File: src/rtl/motor_cmd_sched.sv
// motor_cmd_sched: SPI command sequencer that decodes each received word and updates the PWM period table.
// Define MOTOR_CMD_RAMP_EN to ramp table entries toward per-motor targets instead of writing them directly.
module motor_cmd_sched #(
    parameter int unsigned NUM_MOTORS     = 24,
    parameter int unsigned PERIOD_W       = 11,
    parameter int unsigned DEFAULT_PERIOD = 1,
    parameter int unsigned RAMP_DIV       = 1024
) (
    input  logic                           clk,
    input  logic                           reset,
    input  logic                           data_ready,
    input  logic [31:0]                    cmd_word,
    input  logic [31:0]                    enc_status,
    output logic [31:0]                    resp_word,
    output logic [NUM_MOTORS*PERIOD_W-1:0] periods,
    output logic                           period_upd,
    output logic [4:0]                     upd_addr,
    output logic                           busy,
    output logic [7:0]                     err_count
);

    localparam logic [7:0] OP_WRITE = 8'h00;
    localparam logic [7:0] OP_READ  = 8'h01;
    localparam logic [7:0] OP_BCAST = 8'h02;
    localparam logic [4:0] LAST_IDX = 5'(NUM_MOTORS - 1);
    localparam logic [PERIOD_W-1:0] DEF_P = PERIOD_W'(DEFAULT_PERIOD);

    typedef enum logic [2:0] {
        S_IDLE,
        S_CAPTURE,
        S_DECODE,
        S_WRITE,
        S_BCAST
    } state_t;

    state_t              r_state;
    state_t              w_next;
    logic                r_dr_s1, r_dr_s2, r_dr_s3;
    logic                w_rdy_evt;
    logic                r_pend;
    logic                r_busy;
    logic [31:0]         r_cmd_q;
    logic [4:0]          r_idx;
    logic [7:0]          r_err;
    logic [31:0]         r_resp;
    logic [PERIOD_W-1:0] r_tbl [NUM_MOTORS];

    logic [7:0]          w_op;
    logic [4:0]          w_motor;
    logic [7:0]          w_raddr;
    logic [PERIOD_W-1:0] w_wr_val;
    logic                w_wr_ok;
    logic                w_rd_ok;
    logic                w_dec_err;
    logic                w_drop;
    logic                w_wr_en;
    logic [4:0]          w_wr_addr;
    logic [1:0]          w_err_inc;
    logic [8:0]          w_err_sum;
    logic                w_unused_cmd;

    assign w_rdy_evt = r_dr_s2 & ~r_dr_s3;

    assign w_op         = r_cmd_q[31:24];
    assign w_motor      = r_cmd_q[20:16];
    assign w_raddr      = r_cmd_q[23:16];
    assign w_wr_val     = PERIOD_W'(r_cmd_q[10:0]);
    assign w_unused_cmd = ^r_cmd_q[15:11];

    assign w_wr_ok   = (w_op == OP_WRITE) && ({27'd0, w_motor} < NUM_MOTORS);
    assign w_rd_ok   = (w_op == OP_READ) && (w_raddr <= 8'h01);
    assign w_dec_err = (r_state == S_DECODE) && !(w_wr_ok || w_rd_ok || (w_op == OP_BCAST));
    // A second event arriving while one is already queued is lost.
    assign w_drop    = w_rdy_evt && (r_state != S_IDLE) && r_pend;

    assign w_err_inc = {1'b0, w_dec_err} + {1'b0, w_drop};
    assign w_err_sum = {1'b0, r_err} + {7'd0, w_err_inc};

    always_comb begin
        w_next    = r_state;
        w_wr_en   = 1'b0;
        w_wr_addr = '0;
        case (r_state)
            S_IDLE: begin
                if (w_rdy_evt || r_pend) w_next = S_CAPTURE;
            end
            S_CAPTURE: w_next = S_DECODE;
            S_DECODE: begin
                if (w_wr_ok)                w_next = S_WRITE;
                else if (w_op == OP_BCAST)  w_next = S_BCAST;
                else                        w_next = S_IDLE;
            end
            S_WRITE: begin
                w_wr_en   = 1'b1;
                w_wr_addr = w_motor;
                w_next    = S_IDLE;
            end
            S_BCAST: begin
                w_wr_en   = 1'b1;
                w_wr_addr = r_idx;
                if (r_idx == LAST_IDX) w_next = S_IDLE;
            end
            default: w_next = S_IDLE;
        endcase
    end

    always_ff @(posedge clk or negedge reset) begin
        if (!reset) begin
            r_dr_s1 <= 1'b0;
            r_dr_s2 <= 1'b0;
            r_dr_s3 <= 1'b0;
            r_state <= S_IDLE;
            r_busy  <= 1'b0;
            r_pend  <= 1'b0;
            r_cmd_q <= '0;
            r_idx   <= '0;
            r_err   <= '0;
            r_resp  <= '0;
        end else begin
            r_dr_s1 <= data_ready;
            r_dr_s2 <= r_dr_s1;
            r_dr_s3 <= r_dr_s2;
            r_state <= w_next;
            r_busy  <= (w_next != S_IDLE);

            if (r_state == S_CAPTURE) r_cmd_q <= cmd_word;

            if (r_state == S_DECODE)     r_idx <= '0;
            else if (r_state == S_BCAST) r_idx <= r_idx + 5'd1;

            if ((r_state == S_IDLE) && (w_next == S_CAPTURE)) r_pend <= 1'b0;
            else if (w_rdy_evt && (r_state != S_IDLE))         r_pend <= 1'b1;

            r_err <= w_err_sum[8] ? 8'hFF : w_err_sum[7:0];

            if (w_dec_err)
                r_resp <= {16'hDEAD, w_op, 8'h00};
            else if (w_drop)
                r_resp <= {16'hDEAD, cmd_word[31:24], 8'h00};
            else if ((r_state == S_DECODE) && w_rd_ok)
                r_resp <= (w_raddr == 8'h00) ? enc_status : {16'h0000, r_err, 7'd0, r_pend};
        end
    end

`ifdef MOTOR_CMD_RAMP_EN
    localparam int unsigned DIV_W = (RAMP_DIV > 1) ? $clog2(RAMP_DIV) : 1;

    logic [PERIOD_W-1:0]   r_tgt [NUM_MOTORS];
    logic [DIV_W-1:0]      r_div;
    logic [NUM_MOTORS-1:0] r_chg;
    logic [4:0]            r_rr;
    logic                  w_tick;
    logic [NUM_MOTORS-1:0] w_step;
    logic [NUM_MOTORS-1:0] w_served;

    assign w_tick = (r_div == DIV_W'(RAMP_DIV - 1));

    always_comb begin
        w_step   = '0;
        w_served = '0;
        for (int unsigned i = 0; i < NUM_MOTORS; i++) begin
            w_step[i]   = w_tick && (r_tbl[i] != r_tgt[i]);
            w_served[i] = (r_rr == 5'(i));
        end
    end

    // Update pulses are reported by a pointer sweeping the change mask, one entry per cycle.
    assign period_upd = |(r_chg & w_served);
    assign upd_addr   = r_rr;

    always_ff @(posedge clk or negedge reset) begin
        if (!reset) begin
            r_div <= '0;
            r_chg <= '0;
            r_rr  <= '0;
        end else begin
            r_div <= w_tick ? '0 : r_div + DIV_W'(1);
            r_chg <= (r_chg & ~w_served) | w_step;
            r_rr  <= (r_rr == LAST_IDX) ? '0 : r_rr + 5'd1;
        end
    end

    always_ff @(posedge clk or negedge reset) begin
        if (!reset) begin
            for (int unsigned i = 0; i < NUM_MOTORS; i++) begin
                r_tbl[i] <= DEF_P;
                r_tgt[i] <= DEF_P;
            end
        end else begin
            for (int unsigned i = 0; i < NUM_MOTORS; i++) begin
                if (w_wr_en && (w_wr_addr == 5'(i))) r_tgt[i] <= w_wr_val;
                if (w_step[i])
                    r_tbl[i] <= (r_tbl[i] < r_tgt[i]) ? r_tbl[i] + PERIOD_W'(1)
                                                      : r_tbl[i] - PERIOD_W'(1);
            end
        end
    end
`else
    logic w_unused_ramp;
    assign w_unused_ramp = (RAMP_DIV == 0);

    assign period_upd = w_wr_en;
    assign upd_addr   = w_wr_addr;

    always_ff @(posedge clk or negedge reset) begin
        if (!reset) begin
            for (int unsigned i = 0; i < NUM_MOTORS; i++) r_tbl[i] <= DEF_P;
        end else begin
            for (int unsigned i = 0; i < NUM_MOTORS; i++)
                if (w_wr_en && (w_wr_addr == 5'(i))) r_tbl[i] <= w_wr_val;
        end
    end
`endif

    always_comb begin
        periods = '0;
        for (int unsigned i = 0; i < NUM_MOTORS; i++)
            periods[i*PERIOD_W +: PERIOD_W] = r_tbl[i];
    end

    assign resp_word = r_resp;
    assign busy      = r_busy;
    assign err_count = r_err;

endmodule

File: config.mk
export PLATFORM = sky130hd
export DESIGN_NAME = motor_cmd_sched
export DESIGN_NICKNAME = d
export VERILOG_FILES = /design/src/rtl/motor_cmd_sched.sv
export SDC_FILE = /design/constraint.sdc
export NUM_CORES = 1
export LEC_CHECK = 0
export CAP_MARGIN = 30
export CORE_ASPECT_RATIO = 1.5
export CORE_MARGIN = 4
export CORE_UTILIZATION = 48
export CTS_BUF_LIST = sky130_fd_sc_hd__clkbuf_4
export CTS_CLUSTER_SIZE = 28
export DETAILED_ROUTE_END_ITERATION = 8
export PLACE_DENSITY_LB_ADDON = 0.15
export SYNTH_ARGS = -nofsm -noshare
export SYNTH_HDL_FRONTEND = slang
export SYNTH_SLANG_ARGS = --single-unit
File: constraint.sdc
create_clock -name clk -period 3.85 [get_ports clk]
set_input_delay 0.9625 -clock clk [delete_from_list [all_inputs] [get_ports clk]]
set_output_delay 0.9625 -clock clk [all_outputs]
set_load 0.01 [all_outputs]
==> impl_metrics.yaml <==
global_route:
  grt_pass1_wl_mm: 58.7
  grt_pass1_vias: 10000
  grt_antenna_before_repair: 2
  grt_overflow_total: 0
  grt_max_degree: 88
  grt.total_usage: 0.239
clock_tree:
  cts_resized: 0
  clkLatencyLatePin_ns: 0.71
  ctsHoldBuffers: 0
  clk_pin_slew_ns: 0.06
  ctsLongestPathBuffers: 3
  cts_setup_buffers: 0
  clock-sinks: 344
  cts-root-buf: "clkbuf_4"
  tritoncts: "built"
  htreeDepth: 3
  cts_made_buffers: 81
worst_setup_path:
  max_stage_delay_ns: 0.63
  critical_path_buf_inv_count: 2
  crit_fanout: 9
  critPathTopFamily: "buffers and inverters"
  crit_required_ns: 2.89
  cp_slowest_cell: "clkdlybuf4s50_1"
  critPathLaunchType: "register"
  cp_cell_sequence: "and3b_1, a22oi_4, inv_1, clkdlybuf4s50_1"
  path_class: "register to primary output"
  worstPathArrival_ns: 2.57
  critPathCaptureType: "primary output"
placement:
  globalplace.congestion: 0.812
  numPortBuffers: 372
  dp_hpwl_mm: 27.1
  place_area_um2: 18000
cells_and_area:
  design_area_um2: 19000
  fill_cells: 2102
  drive_above_1_share: 0.339
  areaGrowthSynthToFinish_pct: 37.4
  nNetsFinal: 1420
sta:
  drv_slew: 0
  finalSetupViolCount: 0
  fmax_mhz: 283
  fin_worst_skew_ns: 0.0498
  timing_hold_violations_final: 0
  setup_tns_ns: 0
  final.period_utilization: 0.919
  post-route-min-period_ns: 3.54
  slew_headroom: 0.305
  rsz0062_at_grt: "no"
  tightest_slew_ns: 1.04
detailed_routing:
  vias: 9285
  drc: 0
  dr.pass1.iters: 4
  drt-total-wl_mm: 37.9
  vias_per_cell: 5.16
  ant_nets: 0
  drt-initial-drc-count: 350
  post_drt_wl_per_cell_um: 21.0
floorplanning:
  dieHeight_um: 216
  die_width_um: 147
  core-area_um2: 28200
  start_util: 0.490
  std_cell_rows: 75
  ios: 378
  die_area_um2: 31700
logic_synthesis:
  yosys_warnings: 0
  synth_area_per_cell_um2: 14.8
  syn_inst: 937
  ys_seq_area_frac: 0.624
  ys_seq_elements: 344
  ys_async_sr_fraction: 1.00
  synthDistinctLibCells: 59
  synthesis.nets: 1006
  synthXorXnorAreaFrac: 0.00316
  yosys_most_used_dff: "dfrtp_1"
  synth_fa_ha_area_frac: 0.00235
  synth_top_family_by_area: "multiplexers"
  ys_top_cells_by_area: "dfrtp_1 (58%), mux2_2 (19%), dfstp_2 (4.6%)"
  synthSimpleGateAreaFrac: 0.0611
  synth.cell_area_um2: 13900
  synth_area_leader_cell: "dfrtp_1"
  synth_mux_area_frac: 0.251
  synth.top_cell.area_share: 0.578
  synth_compound_area_frac: 0.0301
  synth_edf_count: 0
outcome:
  status: "complete, no violations"
pwr:
  powerDensity_nw_per_um2: 512
  peakVddDrop_mv: 0.291
  p_leak_nw: 8.92
flow_run:
  maxCapViolations: 0
worst_hold_path:
  hp-class: "primary input to async pin"
[logic make-up after synthesis]
kind of cell / count (synthesis)
compound gates: 52
buf+inv: 75
fa+ha+maj: 2
xor+xnor: 5
mux: 298
flops: 344
simple gates: 161
[per-stage QoR]
stage	cells	util	power, W	hold slack, ns	worst slack (ns)
floorplan	937	-	0.00565	0.331	0.994
detailed placement	1652	0.636	0.00693	0.341	0.688
CTS	1797	0.673	0.00988	0.254	0.0469
finish	1800	0.674	0.00974	0.290	0.313
global route	1800	0.674	0.0103	0.259	0.126
global placement	1650	0.635	0.00680	0.333	0.848
[flip-flops by register name, indices dropped and copies added (netlist names)]
signal	flops
r_dr_s2	1
resp_word	32
r_cmd_q	27
err_count	8
busy	1
r_pend	1
r_state	3
periods	264
r_dr_s1	1
r_idx	5
r_dr_s3	1
[power by group]
group	switching (W)	internal, W	leakage (nW)	total (W)
Combinational	0.000920	0.00109	3.76	0.00201
Sequential	0.000781	0.00404	4.53	0.00482
Clock	0.00140	0.00151	0.621	0.00291
Total	0.00310	0.00664	8.92	0.00974
[final timing paths]
| kind | from | end | slack, ns | cells after the start |
|---|---|---|---|---|
| min in group clk | r_dr_s1 | r_dr_s2 | 0.36 | 0 |
| worst min-delay path | reset | periods[180] | 0.29 | 1 |
| max in group asynchronous | reset | periods[253] | 2.68 | 2 |
| worst min register to register | r_dr_s1 | r_dr_s2 | 0.36 | 0 |
| worst max-delay path | r_state[1] | upd_addr[3] | 0.31 | 4 |
| worst max register to register | r_state[1] | err_count[3] | 0.68 | 9 |
[synth_stat cells, types with 3 or more instances]
library cell / instances
and3_1: 4
inv_1: 5
inv_2: 3
nand2_1: 41
dfstp_2: 24
nor2b_1: 4
mux2i_1: 9
a221oi_2: 5
a21oi_1: 15
mux2_1: 15
mux2_2: 238
a211oi_1: 3
nor2_1: 30
nand3_1: 39
buf_6: 6
a221oi_1: 3
nand2b_1: 8
buf_4: 11
o21ai_0: 7
mux2_4: 36
dfrtp_1: 320
xor2_1: 3
o22ai_1: 8
clkbuf_1: 29
or2_1: 5
buf_2: 20
[routing by layer]
layer / track usage / wire, um
met1: 0.272 / 14400
met2: 0.406 / 19200
met3: 0.0890 / 3110
met4: 0.0935 / 1160
met5: 0 / 0
[layout make-up]
type	instances	area, um2	share of cell area
Antenna cell	2	5.00	0.000263
Inverter	8	30.0	0.00158
Clock inverter	24	123	0.00644
Clock buffer	121	908	0.0477
Multi-Input combinational cell	518	4830	0.254
Tap cell	385	482	0.0253
Sequential cell	344	8640	0.454
Timing Repair Buffer	398	4010	0.211
[cell usage in the layout (no fill, tap or decap), types with 7 or more instances in the layout]
master / netlist / final
inv_2: 3 / 7
mux2_4: 36 / 36
a21oi_1: 15 / 15
nand2b_1: 8 / 8
dfrtp_1: 320 / 320
nor2_1: 30 / 30
clkbuf_4: 0 / 121
dfstp_2: 24 / 24
clkdlybuf4s50_1: 0 / 371
o22ai_1: 8 / 8
mux2_1: 15 / 15
clkinv_1: 0 / 16
nand3_1: 39 / 39
nand2_1: 41 / 41
mux2i_1: 9 / 9
buf_4: 11 / 19
mux2_2: 238 / 238
o21ai_0: 7 / 7
(Power assumes the default switching activity.)
